<file path="config.mk">
export PLATFORM = sky130hd
export DESIGN_NAME = user_reg_bank8
export DESIGN_NICKNAME = d
export VERILOG_FILES = /design/src/rtl/user_reg_pkg.sv /design/src/rtl/user_reg_rbcp_if.sv /design/src/rtl/user_reg_bank8.sv
export SDC_FILE = /design/constraint.sdc
export NUM_CORES = 1
export LEC_CHECK = 0
export ABC_AREA = 1
export CAP_MARGIN = 20
export CORE_MARGIN = 2
export CORE_UTILIZATION = 38
export DETAILED_ROUTE_END_ITERATION = 10
export GPL_TIMING_DRIVEN = 1
export PLACE_DENSITY_LB_ADDON = 0.1
export SLEW_MARGIN = 20
export SYNTH_ARGS = -nofsm -noshare
export SYNTH_HDL_FRONTEND = slang
export SYNTH_SLANG_ARGS = --single-unit
</file>
<file path="constraint.sdc">
create_clock -name CLK -period 17.69 [get_ports CLK]
set_clock_uncertainty 0.2 [all_clocks]
set_input_delay 3.538 -clock CLK [delete_from_list [all_inputs] [get_ports CLK]]
set_output_delay 3.538 -clock CLK [all_outputs]
set_load 0.05 [all_outputs]
</file>
<file path="src/rtl/user_reg_pkg.sv">
// user_reg_pkg -- shared definitions for the user register bank.
//  REG_ADDR_RESET / REG_CMD_RESET : register and command used by the reset generator
//  REG_ADDR_COLL_CNT              : where the collision counter sits when DEPTH = 32
//  host_state_t                   : RBCP responder state
//  host_wr_t                      : host write request handed from the RBCP front end to storage
package user_reg_pkg;
  localparam logic [4:0] REG_ADDR_RESET    = 5'd1;
  localparam logic [7:0] REG_CMD_RESET     = 8'h0F;
  localparam logic [4:0] REG_ADDR_COLL_CNT = 5'd31;
  localparam int         MAX_DEPTH         = 32;

  typedef enum logic {IDLE, RESP} host_state_t;

  typedef struct packed {
    logic       we;
    logic [4:0] idx;
    logic [7:0] wd;
  } host_wr_t;
endpackage

</file>
<file path="src/rtl/user_reg_rbcp_if.sv">
// user_reg_rbcp_if -- SiTCP RBCP front end of the user register bank.
//  Decodes the RBCP byte address against the bank window, runs the IDLE/RESP
//  responder, emits the write request for the storage and returns ACK/RD.
//  Ports:
//   CLK, RST                 clock, async active-high reset
//   RBCP_ACT/ADDR/WE/WD/RE   RBCP host bus inputs
//   host_rdata               current value of the register selected by host_idx
//   RBCP_ACK, RBCP_RD        1-cycle acknowledge and read data
//   host_idx                 register index derived from RBCP_ADDR
//   host_wr                  host write request (valid on the strobe cycle)
module user_reg_rbcp_if
  import user_reg_pkg::*;
#(
  parameter logic [31:0] BASE_ADDR = 32'h0000_0000,
  parameter int          DEPTH     = 32
) (
  input  logic        CLK,
  input  logic        RST,
  input  logic        RBCP_ACT,
  input  logic [31:0] RBCP_ADDR,
  input  logic        RBCP_WE,
  input  logic [7:0]  RBCP_WD,
  input  logic        RBCP_RE,
  input  logic [7:0]  host_rdata,
  output logic        RBCP_ACK,
  output logic [7:0]  RBCP_RD,
  output logic [4:0]  host_idx,
  output host_wr_t    host_wr
);

  host_state_t state, state_nxt;
  logic [31:0] offset;
  logic        hit, start;
  logic [7:0]  rd_q;

  // Subtract first, then bound the offset: avoids overflow of BASE_ADDR+DEPTH.
  assign offset   = RBCP_ADDR - BASE_ADDR;
  assign hit      = (RBCP_ADDR >= BASE_ADDR) && (offset < 32'(DEPTH));
  assign host_idx = offset[4:0];
  // Strobes seen while in RESP are dropped here.
  assign start    = (state == IDLE) && RBCP_ACT && (RBCP_WE || RBCP_RE) && hit;

  always_ff @(posedge CLK or posedge RST) begin
    if (RST) begin
      state <= IDLE;
      rd_q  <= 8'h00;
    end else begin
      state <= state_nxt;
      // Sampled on the strobe edge, so a combined WE+RE returns the pre-write value.
      if (start) rd_q <= host_rdata;
    end
  end

  always_comb begin
    state_nxt = state;
    case (state)
      IDLE:    if (start) state_nxt = RESP;
      RESP:    state_nxt = IDLE;
      default: state_nxt = IDLE;
    endcase
  end

  // ACK decodes straight from the state so an async reset drops it immediately.
  always_comb begin
    RBCP_ACK   = (state == RESP);
    RBCP_RD    = RBCP_ACK ? rd_q : 8'h00;
    host_wr.we  = start && RBCP_WE;
    host_wr.idx = host_idx;
    host_wr.wd  = RBCP_WD;
  end

endmodule

</file>
<file path="src/rtl/user_reg_bank8.sv">
// user_reg_bank8 -- DEPTH x 8-bit dual-port user register bank.
//  Port A is the SiTCP RBCP host bus (via user_reg_rbcp_if), port B is the
//  user-logic side: registered polled read (0x00 when disabled), pulsed write.
//  Host write beats port B write to the same register on the same edge.
//  Optional: define USER_REG_COLL_CNT_EN to turn register DEPTH-1 into a
//  read-only saturating count of dropped port B writes; any host write there clears it.
//  Ports:
//   CLK, RST                          clock, async active-high reset
//   RBCP_ACT/ADDR/WE/WD/RE/ACK/RD     RBCP host bus
//   port_b_en/addr/we/wdata/rdata     user-side access port
module user_reg_bank8
  import user_reg_pkg::*;
#(
  parameter logic [31:0] BASE_ADDR = 32'h0000_0000,
  parameter int          DEPTH     = 32,
  parameter logic [7:0]  INIT_VAL  = 8'h00
) (
  input  logic        CLK,
  input  logic        RST,
  input  logic        RBCP_ACT,
  input  logic [31:0] RBCP_ADDR,
  input  logic        RBCP_WE,
  input  logic [7:0]  RBCP_WD,
  input  logic        RBCP_RE,
  output logic        RBCP_ACK,
  output logic [7:0]  RBCP_RD,
  input  logic        port_b_en,
  input  logic [4:0]  port_b_addr,
  input  logic        port_b_we,
  input  logic [7:0]  port_b_wdata,
  output logic [7:0]  port_b_rdata
);

`ifdef USER_REG_COLL_CNT_EN
  localparam int WR_LIMIT = DEPTH - 1;   // top register belongs to the counter
`else
  localparam int WR_LIMIT = DEPTH;
`endif

  // Full 32-entry storage; entries at/above WR_LIMIT never leave INIT_VAL and trim away.
  logic [MAX_DEPTH-1:0][7:0] regs;
  logic [7:0] host_rdata, pb_val;
  logic [4:0] host_idx;
  host_wr_t   host_wr;
  logic       pb_hit, pb_wr;

  user_reg_rbcp_if #(.BASE_ADDR(BASE_ADDR), .DEPTH(DEPTH)) u_rbcp (
    .CLK        (CLK),
    .RST        (RST),
    .RBCP_ACT   (RBCP_ACT),
    .RBCP_ADDR  (RBCP_ADDR),
    .RBCP_WE    (RBCP_WE),
    .RBCP_WD    (RBCP_WD),
    .RBCP_RE    (RBCP_RE),
    .host_rdata (host_rdata),
    .RBCP_ACK   (RBCP_ACK),
    .RBCP_RD    (RBCP_RD),
    .host_idx   (host_idx),
    .host_wr    (host_wr)
  );

  assign pb_hit = (int'(port_b_addr) < DEPTH);
  assign pb_wr  = port_b_en && port_b_we && pb_hit;

`ifdef USER_REG_COLL_CNT_EN
  localparam logic [4:0] CNT_IDX = 5'(DEPTH - 1);
  logic [7:0] coll_cnt;
  logic       pb_drop;

  assign pb_drop = pb_wr && host_wr.we && (host_wr.idx == port_b_addr);

  // Host clear wins over a same-edge increment.
  always_ff @(posedge CLK or posedge RST) begin
    if (RST)                                         coll_cnt <= 8'h00;
    else if (host_wr.we && host_wr.idx == CNT_IDX)   coll_cnt <= 8'h00;
    else if (pb_drop && coll_cnt != 8'hFF)           coll_cnt <= coll_cnt + 8'h01;
  end
`endif

  always_comb begin
    host_rdata = regs[host_idx];
    pb_val     = pb_hit ? regs[port_b_addr] : 8'h00;
`ifdef USER_REG_COLL_CNT_EN
    if (host_idx == CNT_IDX)           host_rdata = coll_cnt;
    if (pb_hit && port_b_addr == CNT_IDX) pb_val  = coll_cnt;
`endif
  end

  always_ff @(posedge CLK or posedge RST) begin
    if (RST) begin
      regs <= {MAX_DEPTH{INIT_VAL}};
    end else begin
      for (int i = 0; i < WR_LIMIT; i++) begin
        if (host_wr.we && host_wr.idx == 5'(i))
          regs[i] <= host_wr.wd;
        else if (pb_wr && port_b_addr == 5'(i))
          regs[i] <= port_b_wdata;
      end
    end
  end

  // Forced to 0x00 when disabled so pollers see a fresh 0x00 -> value edge.
  always_ff @(posedge CLK or posedge RST) begin
    if (RST) port_b_rdata <= 8'h00;
    else     port_b_rdata <= port_b_en ? pb_val : 8'h00;
  end

endmodule
</file>
==> qor.json <==
{
  "outcome": {"value": "finished, final reports clean"},
  "die_extent_in_y": {"value": 232, "unit": "um"},
  "route.final.wire_length": {"value": 93600, "unit": "um"},
  "grt_first_pass_wirelength": {"value": 139000, "unit": "um"},
  "timing.setup.critical_path_class": {"value": "primary input to register"},
  "detail_route.iter0.violations": {"value": 3339},
  "clk_path_buf_depth": {"value": 3},
  "syn_inst": {"value": 3177},
  "vias": {"value": 23100},
  "groute.usage.overall": {"value": 34.4, "unit": "%"},
  "max-cap-violations": {"value": 0},
  "netlist_top_cells_count": {"value": "nand2_1 (1,170), nand3_1 (573), nor2_1 (398), nand4_1 (283), dfrtp_1 (273)"},
  "cts_post_setup_buffers_inserted": {"value": 0},
  "worst-path-max-fanout": {"value": 95},
  "final_layout_worst_hold_slack": {"value": 288, "unit": "ps"},
  "drt_pre_antenna_iters": {"value": 8},
  "netlist.area_leader.share": {"value": 34.5, "unit": "%"},
  "synth_area": {"value": 19800, "unit": "um^2"},
  "synthMostInstantiatedCell": {"value": "nand2_1"},
  "die_width": {"value": 232, "unit": "um"},
  "number_of_global_route_vias_before_repair": {"value": 21000},
  "number_of_diodes": {"value": 0},
  "multi_input_area": {"value": 11500, "unit": "um^2"},
  "floorplan.rows": {"value": 83},
  "cts_hold_repair.buffers": {"value": 0},
  "fin_util": {"value": 42.3, "unit": "%"},
  "report.final.setup_viol": {"value": 0},
  "placeableCoreArea": {"value": 51400, "unit": "um^2"},
  "detailedPlacementHpwl": {"value": 56800, "unit": "um"},
  "cp-start-kind": {"value": "primary input"},
  "final_cell_count_no_fill": {"value": 3782},
  "relSlewSlack": {"value": 19.5, "unit": "%"},
  "tritoncts_num_sinks": {"value": 273},
  "final_antenna_net_count": {"value": 0},
  "clkLatencyLatePin": {"value": 570, "unit": "ps"},
  "timing.setup.tns": {"value": 0, "unit": "ps"},
  "async_flop_share": {"value": 100, "unit": "%"},
  "min_clock_period_post_route": {"value": 7340, "unit": "ps"},
  "place.detailed.instances": {"value": 3721},
  "drv_slew": {"value": 0},
  "critical_path_required": {"value": 17930, "unit": "ps"},
  "maxClockFrequency": {"value": 0.136, "unit": "GHz"},
  "clkTransAtPathRegs": {"value": 60, "unit": "ps"},
  "finalHoldViolCount": {"value": 0},
  "yosys_warnings": {"value": 0},
  "dominantRegCellSynth": {"value": "dfrtp_1"},
  "layout.nets": {"value": 3139},
  "grt_antenna_before_repair": {"value": 0},
  "tightestPinTransition": {"value": 1210, "unit": "ps"},
  "grt_max_degree": {"value": 142},
  "drt-vias-per-instance": {"value": 6.10},
  "power_leakage": {"value": 10.3, "unit": "nW"},
  "synth-seq-area-share": {"value": 34.5, "unit": "%"},
  "cts_root_buffer": {"value": "clkbuf_16"},
  "cts_tree": {"value": "yes"},
  "synth-seq-cells": {"value": 273},
  "top_ports": {"value": 77},
  "irDropWorstVdd": {"value": 0.0619, "unit": "mV"},
  "cts_buffers": {"value": 36},
  "postSynthNetCount": {"value": 3237},
  "hold_class": {"value": "register to register"},
  "clock_tree.htree_level_count": {"value": 2},
  "drive_above_1_share": {"value": 5.67, "unit": "%"},
  "syn-mean-instance-area": {"value": 6.23, "unit": "um^2"},
  "initial_core_util": {"value": 38.5, "unit": "%"},
  "netlist.top_cell.by_area": {"value": "dfrtp_1"},
  "fin_crit_sh": {"value": 41.5, "unit": "%"},
  "post_cts_resize_count": {"value": 0},
  "grt_remaining_overflow": {"value": 0},
  "portBuffers": {"value": 76},
  "routabilityCongestion": {"value": 0.942},
  "critical_path.endpoint_type": {"value": "register"},
  "synth_area_leaders": {"value": "dfrtp_1 (35%), nand2_1 (22%), nand3_1 (14%), nand4_1 (8.9%), nor2_1 (7.6%)"},
  "cellPowerDensity": {"value": 88.3, "unit": "nW/um^2"},
  "flow.area_growth_from_synthesis": {"value": 9.99, "unit": "%"},
  "floorplan.die_area": {"value": 53900, "unit": "um^2"},
  "number_of_enable_type_register_cells_in_the_synthesized_netlist": {"value": 0},
  "filler_cell_count": {"value": 5409},
  "drc": {"value": 0},
  "grt_setup_unrepaired": {"value": "false"},
  "cp.arrival": {"value": 7580, "unit": "ps"},
  "final-seq-area": {"value": 6830, "unit": "um^2"},
  "synth.distinct_cells": {"value": 24},
  "drt-wirelength-per-cell": {"value": 24.7, "unit": "um"}
}
-- power by group --
part	leakage [nW]	total (W)	switching [W]	internal, W
logic	6.09	0.000351	0.000248	0.000104
clock network	0.586	0.000784	0.000313	0.000471
registers	3.65	0.000785	0.0000835	0.000702
-- worst paths after layout --
path / startpoint / endpoint / slack (ps) / cells after the start
hold reg to reg: u_rbcp.rd_q[3] / u_rbcp.rd_q[3] / 290 / 2
min in group asynchronous: RST / regs[179] / 3280 / 2
max in group asynchronous: RST / regs[11] / 11870 / 4
hold / removal: u_rbcp.rd_q[3] / u_rbcp.rd_q[3] / 290 / 2
setup / recovery: RBCP_WE / regs[130] / 10350 / 13
setup reg to reg: u_rbcp.RBCP_ACK / regs[130] / 13500 / 11
-- worst max-delay path, stage by stage --
cell and delay (ps):
buf_8 490, inv_2 110, nand2_1 100, nand2_1 70
nor2_1 90, nand2_1 90, nor2_4 80, buf_4 520
buf_4 700, buf_4 700, nand3_1 600, nand3_1 230
nand3_1 80
-- per-stage QoR --
step	setup WS, ps	instance area, um^2	power (W)
after CTS	10490	21800	0.00192
final	10350	21800	0.00192
after floorplan	6430	19800	0.000977
after global routing	10030	21800	0.00199
after global placement	9810	20600	0.00113
after detailed placement	9900	20600	0.00113
-- area by class of cell --
class	instances	share of cell area, %
clock inverters	14	0.931
flip-flops and latches	273	31.4
multi-input cells	2575	53.0
inverters	72	1.28
well taps	680	3.91
clock buffers	47	4.61
repair buffers	121	4.89
-- kinds of logic after synthesis --
family | synth area share (%)
buffers and inverters | 7.27
DFF | 34.5
AOI/OAI and AO/OA | 2.50
and+or+nand+nor | 55.7
-- registers in the layout (all words and copies together), names as in the netlist --
name and count:
u_rbcp.rd_q 8, u_rbcp.RBCP_ACK 1, regs 256, port_b_rdata 8
-- cells in the final DEF, fill, tap and decap left out, types with 5 or more instances in the layout --
master / Yosys / final
bufinv_16: 0 / 5
nor2_1: 398 / 395
clkbuf_16: 0 / 37
nand3_2: 28 / 28
nand2_1: 1170 / 1170
clkbuf_1: 164 / 6
nand3_1: 573 / 573
o21ai_0: 37 / 37
clkdlybuf4s50_1: 0 / 64
a22oi_1: 16 / 16
clkinv_1: 3 / 5
buf_4: 34 / 45
clkinv_2: 0 / 6
inv_1: 65 / 62
nor2_2: 25 / 26
a21oi_1: 35 / 35
buf_2: 43 / 10
dfrtp_1: 273 / 273
nand4_1: 283 / 283
-- metal layers --
metal,vias up,wire [um],global-route usage [%]
li1,10400,-,-
met3,233,10300,6.15
met1,11000,39200,49.4
met2,1441,40100,50.5
met5,-,0,0
met4,0,4040,14.3
(Power assumes the default switching activity.)
